<file path="src/rtl/ltc2387_pkg.sv">
// Shared types and constants for the LTC2387 sample stream stage.
package ltc2387_pkg;

  localparam int unsigned ADC_WIDTH_DEF = 18;

  typedef enum logic {
    IDLE  = 1'b0,
    ACCUM = 1'b1
  } state_t;

  // Accumulator is wide enough to sum 2^avg_log2 full-scale samples without overflow.
  function automatic int unsigned acc_width(input int unsigned adc_width,
                                            input int unsigned avg_log2);
    return adc_width + avg_log2;
  endfunction

endpackage

</file>
<file path="src/rtl/ltc2387_sync_fifo.sv">
// Single-clock first-word-fall-through FIFO with extra wrap bit on the pointers.
module ltc2387_sync_fifo #(
  parameter int unsigned WIDTH = 18,
  parameter int unsigned DEPTH = 16
) (
  input  logic                     clk,
  input  logic                     rst_n,
  input  logic                     push,
  input  logic [WIDTH-1:0]         din,
  output logic                     full,
  input  logic                     pop,
  output logic [WIDTH-1:0]         dout,
  output logic                     empty,
  output logic [$clog2(DEPTH):0]   level
);

  localparam int unsigned PW = $clog2(DEPTH);

  logic [WIDTH-1:0] mem_q [DEPTH];
  logic [PW:0]      wr_q;
  logic [PW:0]      rd_q;
  logic             do_push;
  logic             do_pop;

  assign full    = (wr_q ^ rd_q) == {1'b1, {PW{1'b0}}};
  assign empty   = (wr_q == rd_q);
  assign level   = wr_q - rd_q;
  assign do_push = push && !full;
  assign do_pop  = pop && !empty;
  // Head is forced to zero while empty so the output is defined out of reset.
  assign dout    = empty ? '0 : mem_q[rd_q[PW-1:0]];

  always_ff @(posedge clk) begin
    if (do_push) begin
      mem_q[wr_q[PW-1:0]] <= din;
    end
  end

  always_ff @(posedge clk) begin
    if (!rst_n) begin
      wr_q <= '0;
      rd_q <= '0;
    end else begin
      if (do_push) wr_q <= wr_q + (PW+1)'(1);
      if (do_pop)  rd_q <= rd_q + (PW+1)'(1);
    end
  end

endmodule

</file>
<file path="src/rtl/ltc2387_sample_stream.sv">
// LTC2387 sample stream: optional block averaging, FWFT buffer, overflow reporting.
// Optional feature macro: LTC2387_DROP_COUNT_EN (saturating dropped-result counter).
module ltc2387_sample_stream
  import ltc2387_pkg::*;
#(
  parameter int unsigned ADC_WIDTH  = ADC_WIDTH_DEF,
  parameter int unsigned AVG_LOG2   = 0,
  parameter int unsigned FIFO_DEPTH = 16
) (
  input  logic                            sys_clk_int,
  input  logic                            reset_n_int,
  input  logic [ADC_WIDTH-1:0]            adc_data,
  input  logic                            adc_data_valid,
  input  logic                            enable,
  output logic [ADC_WIDTH-1:0]            m_data,
  output logic                            m_valid,
  input  logic                            m_ready,
  output logic [$clog2(FIFO_DEPTH):0]     fifo_level,
  output logic                            overflow,
  input  logic                            clear_ovf,
  output logic [15:0]                     drop_cnt
);

  localparam int unsigned ACC_W = acc_width(ADC_WIDTH, AVG_LOG2);
  localparam int unsigned CNT_W = (AVG_LOG2 > 0) ? AVG_LOG2 : 1;
  localparam logic [CNT_W-1:0] CNT_LAST = CNT_W'((1 << AVG_LOG2) - 1);

  state_t                  state_q;
  logic signed [ACC_W-1:0] acc_q;
  logic signed [ACC_W-1:0] acc_sum_d;
  logic [CNT_W-1:0]        cnt_q;
  logic [ADC_WIDTH-1:0]    res_q;
  logic                    res_valid_q;
  logic                    overflow_q;
  logic                    fifo_full;
  logic                    fifo_empty;
  logic                    push;
  logic                    pop;
  logic                    drop;

  always_comb begin
    acc_sum_d = acc_q + ACC_W'(signed'(adc_data));
  end

  always_ff @(posedge sys_clk_int) begin
    if (!reset_n_int) begin
      state_q     <= IDLE;
      acc_q       <= '0;
      cnt_q       <= '0;
      res_q       <= '0;
      res_valid_q <= 1'b0;
    end else begin
      res_valid_q <= 1'b0;
      case (state_q)
        IDLE: begin
          acc_q <= '0;
          cnt_q <= '0;
          if (enable) state_q <= ACCUM;
        end
        ACCUM: begin
          if (!enable) begin
            state_q <= IDLE;
            acc_q   <= '0;
            cnt_q   <= '0;
          end else if (adc_data_valid) begin
            if (cnt_q == CNT_LAST) begin
              res_q       <= ADC_WIDTH'(acc_sum_d >>> AVG_LOG2);
              res_valid_q <= 1'b1;
              acc_q       <= '0;
              cnt_q       <= '0;
            end else begin
              acc_q <= acc_sum_d;
              cnt_q <= cnt_q + CNT_W'(1);
            end
          end
        end
        default: state_q <= IDLE;
      endcase
    end
  end

  assign push    = res_valid_q && !fifo_full;
  assign drop    = res_valid_q && fifo_full;
  assign m_valid = !fifo_empty;
  assign pop     = m_valid && m_ready;

  ltc2387_sync_fifo #(
    .WIDTH (ADC_WIDTH),
    .DEPTH (FIFO_DEPTH)
  ) u_fifo (
    .clk   (sys_clk_int),
    .rst_n (reset_n_int),
    .push  (push),
    .din   (res_q),
    .full  (fifo_full),
    .pop   (pop),
    .dout  (m_data),
    .empty (fifo_empty),
    .level (fifo_level)
  );

  always_ff @(posedge sys_clk_int) begin
    if (!reset_n_int) begin
      overflow_q <= 1'b0;
    end else if (drop) begin
      overflow_q <= 1'b1;
    end else if (clear_ovf) begin
      overflow_q <= 1'b0;
    end
  end

  assign overflow = overflow_q;

`ifdef LTC2387_DROP_COUNT_EN
  logic [15:0] drop_cnt_q;

  // A drop colliding with clear restarts the count at this drop.
  always_ff @(posedge sys_clk_int) begin
    if (!reset_n_int) begin
      drop_cnt_q <= '0;
    end else if (drop) begin
      if (clear_ovf)                drop_cnt_q <= 16'd1;
      else if (drop_cnt_q != '1)    drop_cnt_q <= drop_cnt_q + 16'd1;
    end else if (clear_ovf) begin
      drop_cnt_q <= '0;
    end
  end

  assign drop_cnt = drop_cnt_q;
`else
  assign drop_cnt = '0;
`endif

endmodule

</file>
<file path="config.mk">
export PLATFORM = sky130hd
export DESIGN_NAME = ltc2387_sample_stream
export DESIGN_NICKNAME = d
export VERILOG_FILES = /design/src/rtl/ltc2387_pkg.sv /design/src/rtl/ltc2387_sync_fifo.sv /design/src/rtl/ltc2387_sample_stream.sv
export SDC_FILE = /design/constraint.sdc
export NUM_CORES = 1
export LEC_CHECK = 0
export BUFFER_PORTS_ARGS = -buffer_cell sky130_fd_sc_hd__buf_2
export CORE_MARGIN = 2
export CORE_UTILIZATION = 40
export CTS_CLUSTER_SIZE = 14
export DETAILED_ROUTE_END_ITERATION = 10
export PLACE_DENSITY = 0.65
export RECOVER_POWER = 25
export SLEW_MARGIN = 20
export SYNTH_ARGS = -nofsm -noshare
export SYNTH_HDL_FRONTEND = slang
export SYNTH_HIERARCHICAL = 1
export SYNTH_SLANG_ARGS = --single-unit
</file>
<file path="constraint.sdc">
create_clock -name sys_clk_int -period 5.1 [get_ports sys_clk_int]
set_input_delay 0.255 -clock sys_clk_int [delete_from_list [all_inputs] [get_ports sys_clk_int]]
set_output_delay 0.255 -clock sys_clk_int [all_outputs]
set_load 0.005 [all_outputs]
</file>
# Word-level counts from Yosys, hierarchy flattened
# Memories as Yosys holds them, arrays and structs flattened. A register that Yosys moved wholly into a read port is not among the register bits.
# Index checks and enable logic that the tools add are counted.
[word_totals]
reg_bits = 50
ram_bits = 288
inputBits = 24
output_inout_bits = 41
word_cells = 47
memories = 1
[op_classes]
n_addsub = 5
n_eq_ne = 3
mux = 17
bitwise_logic = 3
n_reduce_logical = 10
[mem_list]
columns = ["name", "words", "width", "rd", "rd_ports_with_merged_regs", "write_ports", "line_no", "source"]
rows = [
  ["u_fifo.mem_q", 16, 18, 1, 1, 1, "ltc2387_sync_fifo.sv:19", "logic [WIDTH-1:0] mem_q [DEPTH];"],
]
[ops]
columns = ["op", "n"]
rows = [
  ["$mux W18", 4],
  ["$pmux W18 S2", 1],
  ["$add A18 B18 Y18", 1],
  ["$add A5 B1 Y5 const B", 2],
  ["$mux W1", 9],
  ["$mux W4", 2],
  ["$reduce_and A4 Y1", 2],
  ["$eq A5 B5 Y1", 1],
  ["$eq A5 B5 Y1 const B", 1],
  ["$logic_and A1 B1 Y1", 5],
  ["$sub A5 B5 Y5", 1],
  ["$xor A5 B5 Y5", 1],
  ["$ne A3 B3 Y1 const B", 1],
  ["$logic_not A1 Y1", 2],
  ["$not A1 Y1", 2],
  ["$pmux W1 S2", 1],
  ["$reduce_bool A2 Y1", 1],
  ["$add A1 B1 Y1 const B", 1],
]

# Logic depth before layout (Yosys ltp)
[depth]
ltp_word = 7
mapped_depth = 11

# Hierarchy
# Netlist, hierarchy kept.
[by_module_without_submodules]
columns = ["mod", "n_inst", "cells_per_inst", "area_each_um2", "seq_area_each_um2"]
rows = [
  ["ltc2387_sync_fifo", 1, 545, 11811.3, 8928.6],
  ["ltc2387_sample_stream", 1, 107, 980.9, 420.4],
]

# Worst setup path before layout
# No wires, ideal clock.
[synth_path]
kind = "flip-flop to flip-flop"
from = "register u_fifo.wr_q[0]"
to = "memory u_fifo.mem_q[0][0], enable pin"
setup_ns = 0.416
arrival_time_ns = 3.000
path_slack_ns = 1.684
path_stages_with_launch = 9
synth_period_minus_slack_ns = 3.416
path_cell_list = "dfxtp_1 -> inv_1 -> ha_1 -> nand4_2 -> nor2_1 -> nor2b_1 -> a21boi_1 -> nand2_1 -> nor3_1"
[synth_via]
elab_chain_len = 7
[synth_lines]
columns = ["element", "line_no", "source"]
rows = [
  ["start, declared", "ltc2387_sync_fifo.sv:20", "logic [PW:0] wr_q;"],
  ["start signal, assigned", "ltc2387_sync_fifo.sv:44", "if (do_push) wr_q <= wr_q + (PW+1)'(1);"],
  ["$xor A5 B5 Y5", "ltc2387_sync_fifo.sv:25", "assign full = (wr_q ^ rd_q) == {1'b1, {PW{1'b0}}};"],
  ["$eq A5 B5 Y1", "ltc2387_sync_fifo.sv:25", ""],
  ["net fifo_full", "ltc2387_sample_stream.sv:35", "logic fifo_full;"],
  ["$logic_not A1 Y1", "ltc2387_sample_stream.sv:82", "assign push = res_valid_q && !fifo_full;"],
  ["$logic_and A1 B1 Y1", "ltc2387_sample_stream.sv:82", ""],
  ["net push", "ltc2387_sample_stream.sv:37", "logic push;"],
  ["$logic_and A1 B1 Y1", "ltc2387_sync_fifo.sv:28", "assign do_push = push && !full;"],
  ["$mux W1", "ltc2387_sync_fifo.sv:34", "if (do_push) begin"],
  ["$mux W1 (implied by the code)", "ltc2387_sync_fifo.sv:35", "mem_q[wr_q[PW-1:0]] <= din;"],
  ["end, declared", "ltc2387_sync_fifo.sv:19", ""],
]
# The timed path passes the listed nets, and every way through them passes these cells.

# Worst setup path after layout
[layout_path]
from = "register u_fifo.wr_q[2]"
to = "output port m_data[16]"
[layout_via]
elab_chain_len = 2
[layout_lines]
columns = ["element", "line_no", "source"]
rows = [
  ["$eq A5 B5 Y1", "ltc2387_sync_fifo.sv:26", "assign empty = (wr_q == rd_q);"],
  ["net fifo_empty", "ltc2387_sample_stream.sv:36", "logic fifo_empty;"],
  ["$mux W18", "ltc2387_sync_fifo.sv:31", "assign dout = empty ? '0 : mem_q[rd_q[PW-1:0]];"],
  ["end, declared", "ltc2387_sample_stream.sv:15", "output logic [ADC_WIDTH-1:0] m_data,"],
]
# The timed path passes the listed nets, and every way through them passes these cells.

==> qor.yml <==
outcome:
  status: "finished, violations left"
  violations: "max-capacitance violations, max-slew violations"
sta:
  layout_setup_ws_ps: 1350
  grt_setup_unrepaired: "false"
  period_share_pct: 73.5
  drv_slew: 54
  fin_setup_tns_ps: 0
  finalSetupViolations: 0
  fin_skew_ps: 10.0
  whs_ps: 20.8
  relSlewSlack_pct: -34.6
  fmax_mhz: 267
  tightestPinTransition_ps: 2020
  min_period_ps: 3750
  hold_violations: 0
worst_hold_path:
  min_path_type: "input pin to flop"
  whs_path_depth: 3
global_route:
  antenna_found_initial: 0
  grt_pass1_vias: 6157
  use_met1_pct: 22.1
  grt_max_degree: 54
  grt_use_met3_pct: 2.07
  grt_usage_pct: 14.7
  grt_util_met2_pct: 22.8
  grt_pass1_wl_mm: 37.0
  grt_busiest_layer: "met2"
  grt_overflow: 0
drt:
  wire_per_inst_um: 21.0
  vias: 6114
  routed_wirelength_mm: 24.3
  ant_nets: 0
  viasPerCell: 5.30
  initialDrtViolationCount: 521
  drc: 0
  first_pass_iters: 5
placed_design:
  gp_congestion: 0.752
  dp_slack_ps: 1560
  portBuffers: 48
  hpwl_mm: 14.6
power_and_ir_drop:
  power_frac_comb_pct: 0.9
  powerDensity_nw_per_um2: 359
  internal-power_mw: 4.30
  power_frac_clock_pct: 44.3
  fin_total_pwr_mw: 5.25
  ir_drop_v: 0.000227
  cellLeakagePower_nw: 4.80
  swShare_pct: 18.1
  p_switching_mw: 0.951
  seqPwrFrac_pct: 54.7
floorplanning:
  die_y_um: 183
  initial_utilization_pct: 40.5
  die-area_um2: 33400
  die_w_um: 183
  num_rows: 65
  core-area_um2: 31600
  ios: 65
critical_path:
  startpoint_type: "flop"
  crit_path_max_fanout: 22
  worstSetupPathType: "flop to primary output"
  r2r_cells: 7
  arrival_ps: 3490
  required_ps: 4850
  crit_path_end_kind: "primary output"
clock_tree:
  cts_buffers: 35
  cts_max_level: 2
  clkTransAtPathRegs_ps: 50
  clk_latency_ps: 500
  cts_resized: 0
  cts.sinks: 323
  cts_buffer_depth: 3
  cts_tree: "yes"
  cts_root_buffer: "clkbuf_16"
  cts_post_setup_buffers_inserted: 0
logic_synthesis:
  synthArstFlopShare_pct: 0
  yosys.area.top_type_share_pct: 67.6
  synth_area_um2: 12800
  ys_types: 40
  synth_area_leaders: "edfxtp_1 68%, mux4_2 13%, dfxtp_1 5.5%, mux2i_1 3.0%, a221o_1 1.4%"
  yosys.area.top_type: "edfxtp_1"
  ys_ff_latch: 323
  yosysWarnings: 6
  syn_area_per_cell_um2: 19.6
  synth_ff_type: "edfxtp_1"
  yosysSeqAreaShare_pct: 73.1
  syn-instance-count: 652
  synth_edf_count: 288
finish:
  layout-drive-gt1-share_pct: 26.3
  antenna_cells: 0
  area_delta_synth_final_pct: 14.5
  layout.nets: 764
  nFillCells: 2646
  finalCoreUtilization_pct: 46.4
flow_run:
  drv_cap: 1
==> cells in the mapped netlist, types with 8 or more instances <==
library cell	n
nor2_1	12
and2_1	8
buf_2	10
xnor2_1	9
mux2i_1	38
nand2_1	42
ha_1	9
buf_4	22
inv_1	8
nor3_1	22
a221o_1	18
dfxtp_1	35
edfxtp_1	288
clkbuf_1	9
mux4_2	72
==> worst paths after layout <==
path                                      from            endpoint  slack, ps
worst max register to register  u_fifo/wr_q[2]  u_fifo/mem_q[9][6]       1550
worst min register to register        overflow            overflow        490
worst min-delay path              adc_data[11]           res_q[11]         20
worst max-delay path            u_fifo/wr_q[2]          m_data[16]       1350
==> logic make-up after synthesis <==
logic type               count (synthesis)  share of synthesized area (%)
flip-flops                             323                           73.1
AND/OR/NAND/NOR                        106                           4.13
adder cells (fa/ha/maj)                 10                           1.04
buffers and inverters                   57                           3.02
other                                    1                         0.0293
XOR/XNOR                                12                          0.880
multiplexers                           110                           15.6
AO/OA/AOI/OAI                           33                           2.17
==> layout make-up <==
class | count | area [µm²] | share of cell area [%]
clock buffer | 54 | 1020 | 6.96
multi-input combinational | 287 | 3200 | 21.8
sequential | 323 | 9360 | 63.9
tap | 402 | 503 | 3.43
clock inverter | 5 | 47.5 | 0.325
inverter | 8 | 30.0 | 0.205
timing repair buffer | 75 | 487 | 3.32
==> layer usage <==
metal | part of all wire [%] | up-vias | routed length (µm)
met5 | 0 | - | 0
met4 | 1.6 | 0 | 382
met3 | 4.2 | 30 | 1020
met2 | 47 | 160 | 11300
met1 | 48 | 3173 | 11600
li1 | - | 2751 | -
==> critical path: stages (launching register included) <==
cell and delay (ps):
dfxtp_1 610, ha_1 330, nand4_2 210, nor2_2 810
nor2_2 440, a221o_1 460, buf_2 140
==> cells in the final DEF, fill, tap and decap left out, drive strengths merged <==
| cell type | count |
|---|---|
| edfxtp | 288 |
| mux4 | 72 |
| buf | 56 |
| clkbuf | 55 |
| nand2 | 42 |
| mux2i | 38 |
| dfxtp | 35 |
| nor3 | 22 |
| dlygate4sd3 | 18 |
| a221o | 18 |
| conb | 16 |
| nor2 | 14 |
| and2 | 10 |
| xnor2 | 9 |
| ha | 9 |
| inv | 8 |
| nor2b | 6 |
| a21boi | 4 |
| a21oi | 4 |
| clkinv | 4 |
| nand2b | 3 |
| o211ai | 3 |
| xor2 | 3 |
| nand4 | 3 |
| a21o | 2 |
| and3 | 2 |
| o21ai | 2 |
| bufinv | 1 |
| nor3b | 1 |
| and4 | 1 |
| nand3 | 1 |
| or3 | 1 |
| fa | 1 |
==> metrics by stage <==
| step | area [µm²] | cells |
|---|---|---|
| 6_report | 14600 | 1154 |
| 3_3_place_gp | 13400 | 1077 |
| 4_1_cts | 14600 | 1154 |
| 5_1_grt | 14600 | 1154 |
| 2_1_floorplan | 12800 | 667 |
| 3_5_place_dp | 13400 | 1077 |
==> timing repair <==
action / in CTS / in global routing
hold buffers: 18 / 0
endpoints found under the hold margin: 18 / 0
endpoints found under the setup margin: 0 / 0
==> power groups by stage <==
stage / sequential (mW) / clock (mW) / combinational [mW]
after floorplan: 2.92 / 0 / 0.0355
after global routing: 2.88 / 2.48 / 0.0562
after global placement: 2.93 / 0 / 0.0386
final: 2.87 / 2.33 / 0.0496
after detailed placement: 2.93 / 0 / 0.0391
after CTS: 2.87 / 2.38 / 0.0494
==> registers in the layout (all words and copies together), names as in the netlist, named ones only <==
name,flops
u_fifo/mem_q,288
res_q,18
u_fifo/rd_q,5
u_fifo/wr_q,5
overflow,1
res_valid_q,1
state_q,1
No activity file was read; power rests on OpenSTA's default activity.
